<file path="config.mk">
export PLATFORM = sky130hd
export DESIGN_NAME = ag_onehot_decoder_parity_tx
export DESIGN_NICKNAME = d
export VERILOG_FILES = /design/src/rtl/ag_pe_pkg.sv /design/src/rtl/ag_baud_tick.sv /design/src/rtl/ag_onehot_decoder_parity_tx.sv
export SDC_FILE = /design/constraint.sdc
export NUM_CORES = 1
export LEC_CHECK = 0
export CAP_MARGIN = 20
export CELL_PAD_IN_SITES_DETAIL_PLACEMENT = 0
export CELL_PAD_IN_SITES_GLOBAL_PLACEMENT = 1
export CORE_MARGIN = 5
export CORE_UTILIZATION = 42
export DETAILED_ROUTE_END_ITERATION = 8
export PLACE_DENSITY_LB_ADDON = 0.1
export SYNTH_ARGS = -nofsm -noshare
export SYNTH_HDL_FRONTEND = slang
export SYNTH_HIERARCHICAL = 1
export SYNTH_SLANG_ARGS = --single-unit
</file>
<file path="constraint.sdc">
create_clock -name clk -period 3.2 [get_ports clk]
set_input_delay 0.96 -clock clk [delete_from_list [all_inputs] [get_ports clk]]
set_output_delay 0.96 -clock clk [all_outputs]
set_load 0.01 [all_outputs]
</file>
<file path="src/rtl/ag_pe_pkg.sv">
// Shared types and helpers for the one-hot decoder / parity transmitter.
// Frame: start bit, 9 one-hot data bits, parity bit, stop bit.
package ag_pe_pkg;

    typedef enum logic [2:0] {
        IDLE,
        START,
        SHIFT,
        PARITY,
        STOP
    } state_e;

    localparam int unsigned WORD_W     = 9;
    localparam int unsigned CODE_BITS  = 4;
    localparam logic [3:0]  CODE_MAX   = 4'd9;
    localparam int unsigned FRAME_BITS = 12;

    // Code k (1..9) sets bit k-1; code 0 and out-of-range codes give an all-zero word.
    function automatic logic [WORD_W-1:0] onehot_decode(input logic [CODE_BITS-1:0] code);
        logic [WORD_W-1:0] word;
        word = '0;
        if (code != 4'd0 && code <= CODE_MAX) begin
            word = WORD_W'(1) << (code - 4'd1);
        end
        return word;
    endfunction

endpackage

</file>
<file path="src/rtl/ag_baud_tick.sv">
// Bit-period pacing counter: tick pulses every CLKS_PER_BIT clocks, restarted by clr.
module ag_baud_tick #(
    parameter int CLKS_PER_BIT = 16
) (
    input  logic clk,
    input  logic rst,
    input  logic clr,
    output logic tick
);

    localparam int CW = (CLKS_PER_BIT > 1) ? $clog2(CLKS_PER_BIT) : 1;

    logic [CW-1:0] cnt_q;
    logic [CW-1:0] cnt_d;

    assign tick = (cnt_q == CW'(CLKS_PER_BIT - 1));

    always_comb begin
        cnt_d = cnt_q + CW'(1);
        if (clr || tick) begin
            cnt_d = '0;
        end
    end

    always_ff @(posedge clk or posedge rst) begin
        if (rst) begin
            cnt_q <= '0;
        end else begin
            cnt_q <= cnt_d;
        end
    end

endmodule

</file>
<file path="src/rtl/ag_onehot_decoder_parity_tx.sv">
// Decodes a 0-9 code to a one-hot word, adds parity and serialises it as a framed bitstream.
// Define AG_PETX_BAUD_DIV_EN to stretch every bit period to CLKS_PER_BIT clocks.
module ag_onehot_decoder_parity_tx
    import ag_pe_pkg::*;
#(
    parameter int DATA_W       = 9,
    parameter int CODE_W       = 4,
    parameter int CLKS_PER_BIT = 16
) (
    input  logic              clk,
    input  logic              rst,
    input  logic [CODE_W-1:0] code_i,
    input  logic              msb_first_i,
    input  logic              odd_par_i,
    input  logic              in_valid,
    output logic              in_ready,
    output logic              ser_o,
    output logic              busy_o,
    output logic [DATA_W-1:0] data_o,
    output logic              par_o,
    output logic              err_o
);

    localparam logic [3:0] LAST_BIT = 4'(DATA_W - 1);

    state_e            state_q, state_d;
    logic [3:0]        bit_cnt_q, bit_cnt_d;
    logic [DATA_W-1:0] data_q, data_d;
    logic              par_q, par_d;
    logic              msb_q, msb_d;
    logic              ser_q, ser_d;
    logic              err_q, err_d;
    logic              accept;
    logic              tick;
    logic [DATA_W-1:0] decoded;

    function automatic logic [3:0] bit_sel(input logic msb, input logic [3:0] n);
        return msb ? (LAST_BIT - n) : n;
    endfunction

    assign in_ready = (state_q == IDLE) && !rst;
    assign accept   = in_valid && in_ready;
    assign decoded  = onehot_decode(code_i);

`ifdef AG_PETX_BAUD_DIV_EN
    ag_baud_tick #(
        .CLKS_PER_BIT(CLKS_PER_BIT)
    ) u_baud_tick (
        .clk (clk),
        .rst (rst),
        .clr (accept),
        .tick(tick)
    );
`else
    assign tick = 1'b1;
`endif

    // ser_d always carries the value for the state being entered, so ser_o is glitch-free.
    always_comb begin
        state_d   = state_q;
        bit_cnt_d = bit_cnt_q;
        data_d    = data_q;
        par_d     = par_q;
        msb_d     = msb_q;
        ser_d     = ser_q;
        err_d     = 1'b0;
        unique case (state_q)
            IDLE: begin
                ser_d = 1'b1;
                if (accept) begin
                    if (code_i <= CODE_MAX) begin
                        data_d    = decoded;
                        par_d     = (^decoded) ^ odd_par_i;
                        msb_d     = msb_first_i;
                        bit_cnt_d = 4'd0;
                        ser_d     = 1'b0;
                        state_d   = START;
                    end else begin
                        err_d = 1'b1;
                    end
                end
            end
            START: begin
                if (tick) begin
                    bit_cnt_d = 4'd0;
                    ser_d     = data_q[bit_sel(msb_q, 4'd0)];
                    state_d   = SHIFT;
                end
            end
            SHIFT: begin
                if (tick) begin
                    if (bit_cnt_q == LAST_BIT) begin
                        bit_cnt_d = 4'd0;
                        ser_d     = par_q;
                        state_d   = PARITY;
                    end else begin
                        bit_cnt_d = bit_cnt_q + 4'd1;
                        ser_d     = data_q[bit_sel(msb_q, bit_cnt_q + 4'd1)];
                    end
                end
            end
            PARITY: begin
                if (tick) begin
                    ser_d   = 1'b1;
                    state_d = STOP;
                end
            end
            STOP: begin
                if (tick) begin
                    ser_d   = 1'b1;
                    state_d = IDLE;
                end
            end
            default: begin
                ser_d   = 1'b1;
                state_d = IDLE;
            end
        endcase
    end

    always_ff @(posedge clk or posedge rst) begin
        if (rst) begin
            state_q   <= IDLE;
            bit_cnt_q <= 4'd0;
            data_q    <= '0;
            par_q     <= 1'b0;
            msb_q     <= 1'b0;
            ser_q     <= 1'b1;
            err_q     <= 1'b0;
        end else begin
            state_q   <= state_d;
            bit_cnt_q <= bit_cnt_d;
            data_q    <= data_d;
            par_q     <= par_d;
            msb_q     <= msb_d;
            ser_q     <= ser_d;
            err_q     <= err_d;
        end
    end

    assign ser_o  = ser_q;
    assign busy_o = (state_q != IDLE);
    assign data_o = data_q;
    assign par_o  = par_q;
    assign err_o  = err_q;

endmodule

</file>
* Word-level counts from Yosys, hierarchy flattened
Index checks and enable logic that the tools add are counted.
Word-level totals: register bits after elaboration 20, input bits 9, output and inout port bits 14, word-level logic and storage cells 55
Operators by class: add/sub/neg operators 3, magnitude comparators 3, equal/unequal tests 7, shift-type cells 1, mux-type cells 21, bitwise logic cells 1, reduce and logical (&&, ||, !) cells 12
Operator list (number):
- $mux W4 | 5
- $pmux W3 S4 | 1
- $pmux W4 S3 | 1
- $lt A4 B5 Y1 const B | 2
- $mux W3 | 3
- $mux W9 | 1
- $reduce_and A3 Y1 | 3
- $reduce_xor A9 Y1 | 1
- $shl A1 B4 Y9 const A | 1
- $bmux W1 S4 | 2
- $mux W1 | 7
- $eq A3 B2 Y1 const B | 2
- $reduce_bool A3 Y1 | 2
- $add A4 B1 Y4 const B | 1
- $eq A4 B4 Y1 const B | 1
- $le A4 B4 Y1 const B | 1
- $ne A2 B2 Y1 const B | 2
- $reduce_bool A4 Y1 | 1
- $sub A4 B1 Y4 const B | 1
- $sub A4 B4 Y4 const A | 1
- $eq A3 B1 Y1 const B | 1
- $logic_and A1 B1 Y1 | 3
- $logic_not A3 Y1 | 1
- $pmux W1 S3 | 1
- other kinds (3) | 3

* Longest topological paths before layout
Gate-level depths: netlist of run 1.
depth after elaboration 7, gate-level depth with buffers 9, depth with buffers taken out 7

* Worst setup path before layout of run 1
OpenSTA, ideal clock, no wires.
kind input to register, start point in rst, end point reg data_q[0] (netlist: data_o[0]), setup time 0.110 ns, data arrival time 2.289 ns, data required time 3.090 ns, slack 0.800 ns, stages 5, path buffers 1, path through inv_1 and3_1 nand3_1 clkbuf_1 o41ai_1
Between the ends: cells in the longest elaborated chain, start to end 4
Ends and longest elaborated chain:
- start: declaration | line ag_onehot_decoder_parity_tx.sv:11 | input logic rst,
- $logic_not A1 Y1 (no line)
- $logic_and A1 B1 Y1 | line ag_onehot_decoder_parity_tx.sv:41 | assign in_ready = (state_q == IDLE) && !rst;
- $logic_and A1 B1 Y1 | line ag_onehot_decoder_parity_tx.sv:42 | assign accept = in_valid && in_ready;
- $reduce_and A3 Y1 (no line)
- end signal: assignment | line ag_onehot_decoder_parity_tx.sv:133 | data_q <= data_d;
- end: declaration | line ag_onehot_decoder_parity_tx.sv:28 | logic [DATA_W-1:0] data_q, data_d;
Every way passes these cells. A chain may end at the register's enable or synchronous reset.

* Worst setup path in the final report of run 1
start point in rst, end point out in_ready
Between the ends: cells in the longest elaborated chain, start to end 2
Ends and longest elaborated chain:
- $logic_not A1 Y1 (no line)
- $logic_and A1 B1 Y1 | line ag_onehot_decoder_parity_tx.sv:41
- end: declaration | line ag_onehot_decoder_parity_tx.sv:16 | output logic in_ready,
Every way passes these cells.

==> results.json, run 1 <==
{
  "tightestPinTransition_ns": 0.5731,
  "clk_pin_slew_ns": 0.11,
  "syn-num-nets": 136,
  "clk_path_buf_depth": 2,
  "max_cap_viol_count": 0,
  "critPathKind": "primary input to output pin",
  "p_total_mw": 1.061,
  "relSlewSlack": 0.6147,
  "rsz0062_at_grt": "no",
  "synth-main-ff-cell": "dfrtp_1",
  "synth.ff_latch_count": 20,
  "io_pins": 23,
  "instances_no_fill": 178,
  "worstSetupEndpoint": "in_ready",
  "cp-end-kind": "output pin",
  "h-tree-depth": 1,
  "firstDrtPassIters": 4,
  "fin_crit_sh": 0.9464,
  "placed_cells": 174,
  "grt_util_all_layers": 0.1399,
  "cts_resized": 0,
  "r2r_start": "bit_cnt_q[0]",
  "antennaDiodeCount": 0,
  "ir_drop_mv": 0.4198,
  "avgSynthCellArea_um2": 9.599,
  "clock_power_share": 0.139,
  "yosysSeqAreaShare": 0.4181,
  "cp_max_fo": 3,
  "worstSetupStartpoint": "rst",
  "route.vias.total": 1008,
  "fillers": 270,
  "fin_skew_ns": 0.0009961,
  "required_ns": 2.24,
  "clock-root-buffer": "clkbuf_4",
  "power.internal_mw": 0.6385,
  "syn_inst": 125,
  "core_um2": 2758,
  "fmax_ghz": 0.3302,
  "routedWlPerCell_um": 15.03,
  "hp-start": "state_q[2]",
  "dpl_worst_slack_ns": 0.1619,
  "seqPwrFrac": 0.393,
  "start_util": 0.4351,
  "r2r_slack_ns": 0.75,
  "nets": 159,
  "most-common-layout-cells": "clkdlybuf4s50_1 (22), dfrtp_1 (19), nand2_1 (17)",
  "syn_area_um2": 1200,
  "clock_sinks": 20,
  "fin_area_um2": 1470,
  "drc": 0,
  "setup_ws_ns": 0.1715,
  "period_needed_ns": 3.029,
  "tns_ns": 0,
  "globalplace.congestion": 0.7506,
  "hold_class": "flop to flop",
  "yosysUniqueCellTypes": 40,
  "cts_hold_buffers": 0,
  "setup_viol": 0,
  "ant_nets": 0,
  "grt_pass1_wl_um": 4595,
  "synth-edff-count": 0,
  "p_per_area_nw_per_um2": 721.8,
  "die_w_um": 63.45,
  "placed_cell_area_um2": 1434,
  "maxSlewViolCount": 0,
  "clock_latency_ns": 0.30,
  "async_flop_share": 1.000,
  "cts_buffers": 3,
  "min_path_cells": 1,
  "switchingPower_mw": 0.4227,
  "timing.rr.end": "ser_o",
  "final_hold_viol_count": 0,
  "die_area_um2": 4026,
  "cts_tree": "built",
  "portBuffers": 22,
  "status": "finished, final reports clean",
  "die-height_um": 63.45,
  "r2r_cells": 7,
  "power.leakage_nw": 0.6181,
  "power_frac_comb": 0.468,
  "arrival_ns": 2.07,
  "grt_remaining_overflow": 0,
  "critPathLaunchType": "primary input",
  "area_growth_pct": 22.52,
  "vias_per_cell": 5.663,
  "routed_wirelength_um": 2675,
  "grt_max_degree": 22,
  "drt_iter0_markers": 54,
  "post_cts_buffers": 0,
  "p_sw_frac": 0.3983,
  "rows": 19,
  "antenna_found_initial": 0,
  "drive_gt1_frac": 0.08844,
  "dp_hpwl_um": 2003,
  "grt_pass1_vias": 963,
  "final_common_cell": "clkdlybuf4s50_1",
  "yosysWarnings": 6
}
## registers in the layout, indices dropped and copies added (netlist names)
signal / flops
par_o: 1
state_q: 3
ser_o: 1
err_o: 1
data_o: 9
msb_q: 1
bit_cnt_q: 4
## kinds of logic after synthesis
logic type | after synthesis | synth area share
AOI/OAI and AO/OA | 32 | 0.1846
muxes | 5 | 0.05631
and+or+nand+nor | 49 | 0.2357
DFF | 20 | 0.4182
xor gates and xnor gates | 4 | 0.02920
buffers and inverters | 13 | 0.05526
adders and majority gates | 2 | 0.02085
## how the worst min path moves through the flow
stage                  to  slack (ns)
6_report       state_q[1]        0.50
5_1_grt         data_o[4]        0.54
4_1_cts        state_q[1]        0.50
3_5_place_dp   state_q[1]        0.49
3_3_place_gp    data_o[4]        0.48
2_1_floorplan  state_q[1]        0.46
## through the flow
step	hold slack (ns)	util
finish	0.5013	0.5331
global route	0.5411	0.5331
CTS	0.5015	0.5331
detailed placement	0.4875	0.5200
global placement	0.4817	0.5200
floorplan	0.4627	-
## cell type report
class / count / area [um2] / area share
sequential: 20 / 501.7 / 0.3413
timing repair buffer: 24 / 235.2 / 0.1600
clock buffer: 4 / 36.28 / 0.02468
multi-input combinational: 92 / 631.9 / 0.4298
tap: 31 / 38.79 / 0.02638
inverter: 7 / 26.28 / 0.01787
## cells in the mapped netlist, types with 2 or more instances
library cell	instances	area, um2
nor4_1	3	18.77
xnor2_1	2	17.52
nor4b_1	2	17.52
xor2_1	2	17.52
nor2_1	5	18.77
inv_1	6	22.52
a21oi_1	6	30.03
clkbuf_1	2	7.510
o21ai_0	6	30.03
buf_6	2	22.52
o31ai_1	6	45.04
mux2i_1	3	30.03
nor3_1	2	10.01
nand4b_1	2	17.52
and3_1	3	18.77
dfrtp_1	19	475.5
nand2b_1	6	37.54
nand2_1	17	63.81
o211ai_1	2	15.01
o41ai_1	6	52.55
nand3_1	2	10.01
buf_2	2	10.01
ha_1	2	25.02
## worst max-delay path, cell delays in order
cell	delay (ns)
clkdlybuf4s50_1	0.45
nor2_1	0.12
clkdlybuf4s50_1	0.55
## power groups by stage
stage / Sequential (mW) / Combinational (mW) / Clock, mW
floorplan: 0.388 / 0.391 / 0
global placement: 0.418 / 0.497 / 0
detailed placement: 0.422 / 0.501 / 0
CTS: 0.417 / 0.503 / 0.154
global route: 0.430 / 0.557 / 0.164
finish: 0.417 / 0.497 / 0.147
## layer usage
| metal | global-route usage | wire length, um | up-vias |
|---|---|---|---|
| li1 | - | - | 512 |
| met1 | 0.2036 | 1372 | 477 |
| met2 | 0.2081 | 1197 | 17 |
| met3 | 0.02487 | 92 | 2 |
| met4 | 0.04675 | 12 | 0 |
| met5 | 0 | 0 | - |
Power figures use the tool's default switching activity.
==> run 2: changes to the inputs <==
--- a/config.mk
+++ b/config.mk
@@ -9,7 +9,8 @@
 export CELL_PAD_IN_SITES_DETAIL_PLACEMENT = 0
 export CELL_PAD_IN_SITES_GLOBAL_PLACEMENT = 1
 export CORE_MARGIN = 5
-export CORE_UTILIZATION = 42
+export CORE_UTILIZATION = 44
+export CTS_BUF_LIST = sky130_fd_sc_hd__clkbuf_8
 export DETAILED_ROUTE_END_ITERATION = 8
 export PLACE_DENSITY_LB_ADDON = 0.1
 export SYNTH_ARGS = -nofsm -noshare
==> results.json, run 2 (synthesized netlist as in run 1, its figures left out) <==
{
  "maxSlewViolCount": 0,
  "post_cts_buffers": 0,
  "seqPwrFrac": 0.378,
  "period_needed_ns": 3.032,
  "post-route-util": 0.5543,
  "dp_hpwl_um": 1994,
  "die_area_um2": 3871,
  "crit_path_frequent_cell": "clkdlybuf4s50_1",
  "drive_gt1_frac": 0.08844,
  "timing.rr.end": "ser_o",
  "grt_util_all_layers": 0.1531,
  "drt_iter0_markers": 58,
  "antennaDiodeCount": 0,
  "required_ns": 2.24,
  "cp_slowest_cell": "clkdlybuf4s50_1",
  "hp-start": "state_q[2]",
  "most-common-layout-cells": "clkdlybuf4s50_1 (22), dfrtp_1 (19), nand2_1 (17)",
  "ant_nets": 0,
  "grt_pass1_vias": 1047,
  "r2r_slack_ns": 0.80,
  "status": "finished, final reports clean",
  "critPathLaunchType": "primary input",
  "cp-end-kind": "output pin",
  "final_common_cell": "clkdlybuf4s50_1",
  "area_growth_pct": 24.09,
  "vias_per_cell": 5.742,
  "nets": 159,
  "fin_crit_sh": 0.9475,
  "clk_pin_slew_ns": 0.07,
  "min_to": "state_q[1]",
  "portBuffers": 22,
  "tightestPinTransition_ns": 0.5466,
  "setup_viol": 0,
  "start_util": 0.4467,
  "routedWlPerCell_um": 15.28,
  "path_cells": "clkdlybuf4s50_1, nor2_1, clkdlybuf4s50_1",
  "globalplace.congestion": 0.7905,
  "io_pins": 23,
  "grt_remaining_overflow": 0,
  "drc": 0,
  "clk_path_buf_depth": 2,
  "cts_resized": 0,
  "antenna_found_initial": 0,
  "cp_top_family": "buffers and inverters",
  "cts_buffers": 3,
  "route.vias.total": 1022,
  "max_stage_delay_ns": 0.55,
  "h-tree-depth": 1,
  "min_path_cells": 1,
  "rows": 19,
  "fin_skew_ns": 0.001197,
  "power.internal_mw": 0.6791,
  "grt_max_degree": 22,
  "clock_power_share": 0.174,
  "cts_hold_buffers": 0,
  "grt_pass1_wl_um": 4961,
  "arrival_ns": 2.07,
  "fmax_ghz": 0.3298,
  "rsz0062_at_grt": "no",
  "routed_wirelength_um": 2719,
  "r2r_start": "bit_cnt_q[0]",
  "hold_class": "flop to flop",
  "firstDrtPassIters": 4,
  "tns_ns": 0,
  "ir_drop_mv": 0.4712,
  "cp_max_fo": 3,
  "largest_register_ffs": 9,
  "power.leakage_nw": 0.6259,
  "die-height_um": 62.22,
  "critPathBufInv": 2,
  "clock_sinks": 20,
  "p_sw_frac": 0.3874,
  "cts_tree": "built",
  "die_w_um": 62.22,
  "core_um2": 2686,
  "relSlewSlack": 0.6325,
  "r2r_cells": 7,
  "fillers": 258,
  "power_frac_comb": 0.448,
  "p_per_area_nw_per_um2": 744.6,
  "switchingPower_mw": 0.4295,
  "max_cap_viol_count": 0,
  "clock_latency_ns": 0.26,
  "clock-root-buffer": "clkbuf_8",
  "critPathKind": "primary input to output pin",
  "final_hold_viol_count": 0
}
[run 2: changes by cell type in the layout (fill, tap and decap cells not counted)]
cell and delta:
clkbuf_4 -3, clkbuf_8 +3
[run 2: metrics by stage]
step / setup WS [ns] / cells / area (um2) / hold slack (ns) / power [mW]
2_1_floorplan: 0.8005 / 125 / 1200 / 0.4627 / 0.7791
3_3_place_gp: 0.1962 / 174 / 1434 / 0.4981 / 0.9136
3_5_place_dp: 0.1681 / 174 / 1434 / 0.4942 / 0.9198
4_1_cts: 0.1588 / 178 / 1489 / 0.5161 / 1.120
5_1_grt: 0.06989 / 178 / 1489 / 0.5479 / 1.204
6_report: 0.1679 / 178 / 1489 / 0.5105 / 1.109
[run 2: final cells by class]
type	instances	area [um2]	share of cell area
multi-input cells	92	631.9	0.4244
flip-flops and latches	20	501.7	0.3370
repair buffers	24	235.2	0.1580
clock buffers	4	55.05	0.03697
well taps	31	38.79	0.02605
inverters	7	26.28	0.01765
[run 2: worst max path at each step]
| stage | slack (ns) | start | end | cells after the start |
|---|---|---|---|---|
| floorplan | 0.80 | rst | data_o[0] | 5 |
| global placement | 0.20 | rst | in_ready | 3 |
| detailed placement | 0.17 | rst | in_ready | 3 |
| CTS | 0.16 | rst | in_ready | 3 |
| global route | 0.07 | rst | in_ready | 3 |
| finish | 0.17 | rst | in_ready | 3 |
[run 2: power by group through the flow]
stage | Clock [mW] | Sequential, mW | Combinational, mW
floorplan | 0 | 0.388 | 0.391
CTS | 0.200 | 0.419 | 0.500
finish | 0.193 | 0.419 | 0.496
detailed placement | 0 | 0.424 | 0.496
global route | 0.216 | 0.435 | 0.553
global placement | 0 | 0.420 | 0.494
[run 2: layer usage]
metal	vias to the layer above	track usage	part of all wire
met5	-	0	0
li1	508	-	-
met4	0	0.05962	0.013
met2	27	0.2332	0.47
met3	4	0.02883	0.039
met1	483	0.2130	0.47
[run 2: worst register-to-register path: cells and delay by family (launching register included)]
| kind | cells | cell delay (ns) |
|---|---|---|
| buffers and inverters | 1 | 0.16 |
| adder cells (fa/ha/maj) | 1 | 0.47 |
| flip-flops | 1 | 0.53 |
| AND/OR/NAND/NOR | 4 | 1.02 |
| AO/OA/AOI/OAI | 1 | 0.15 |
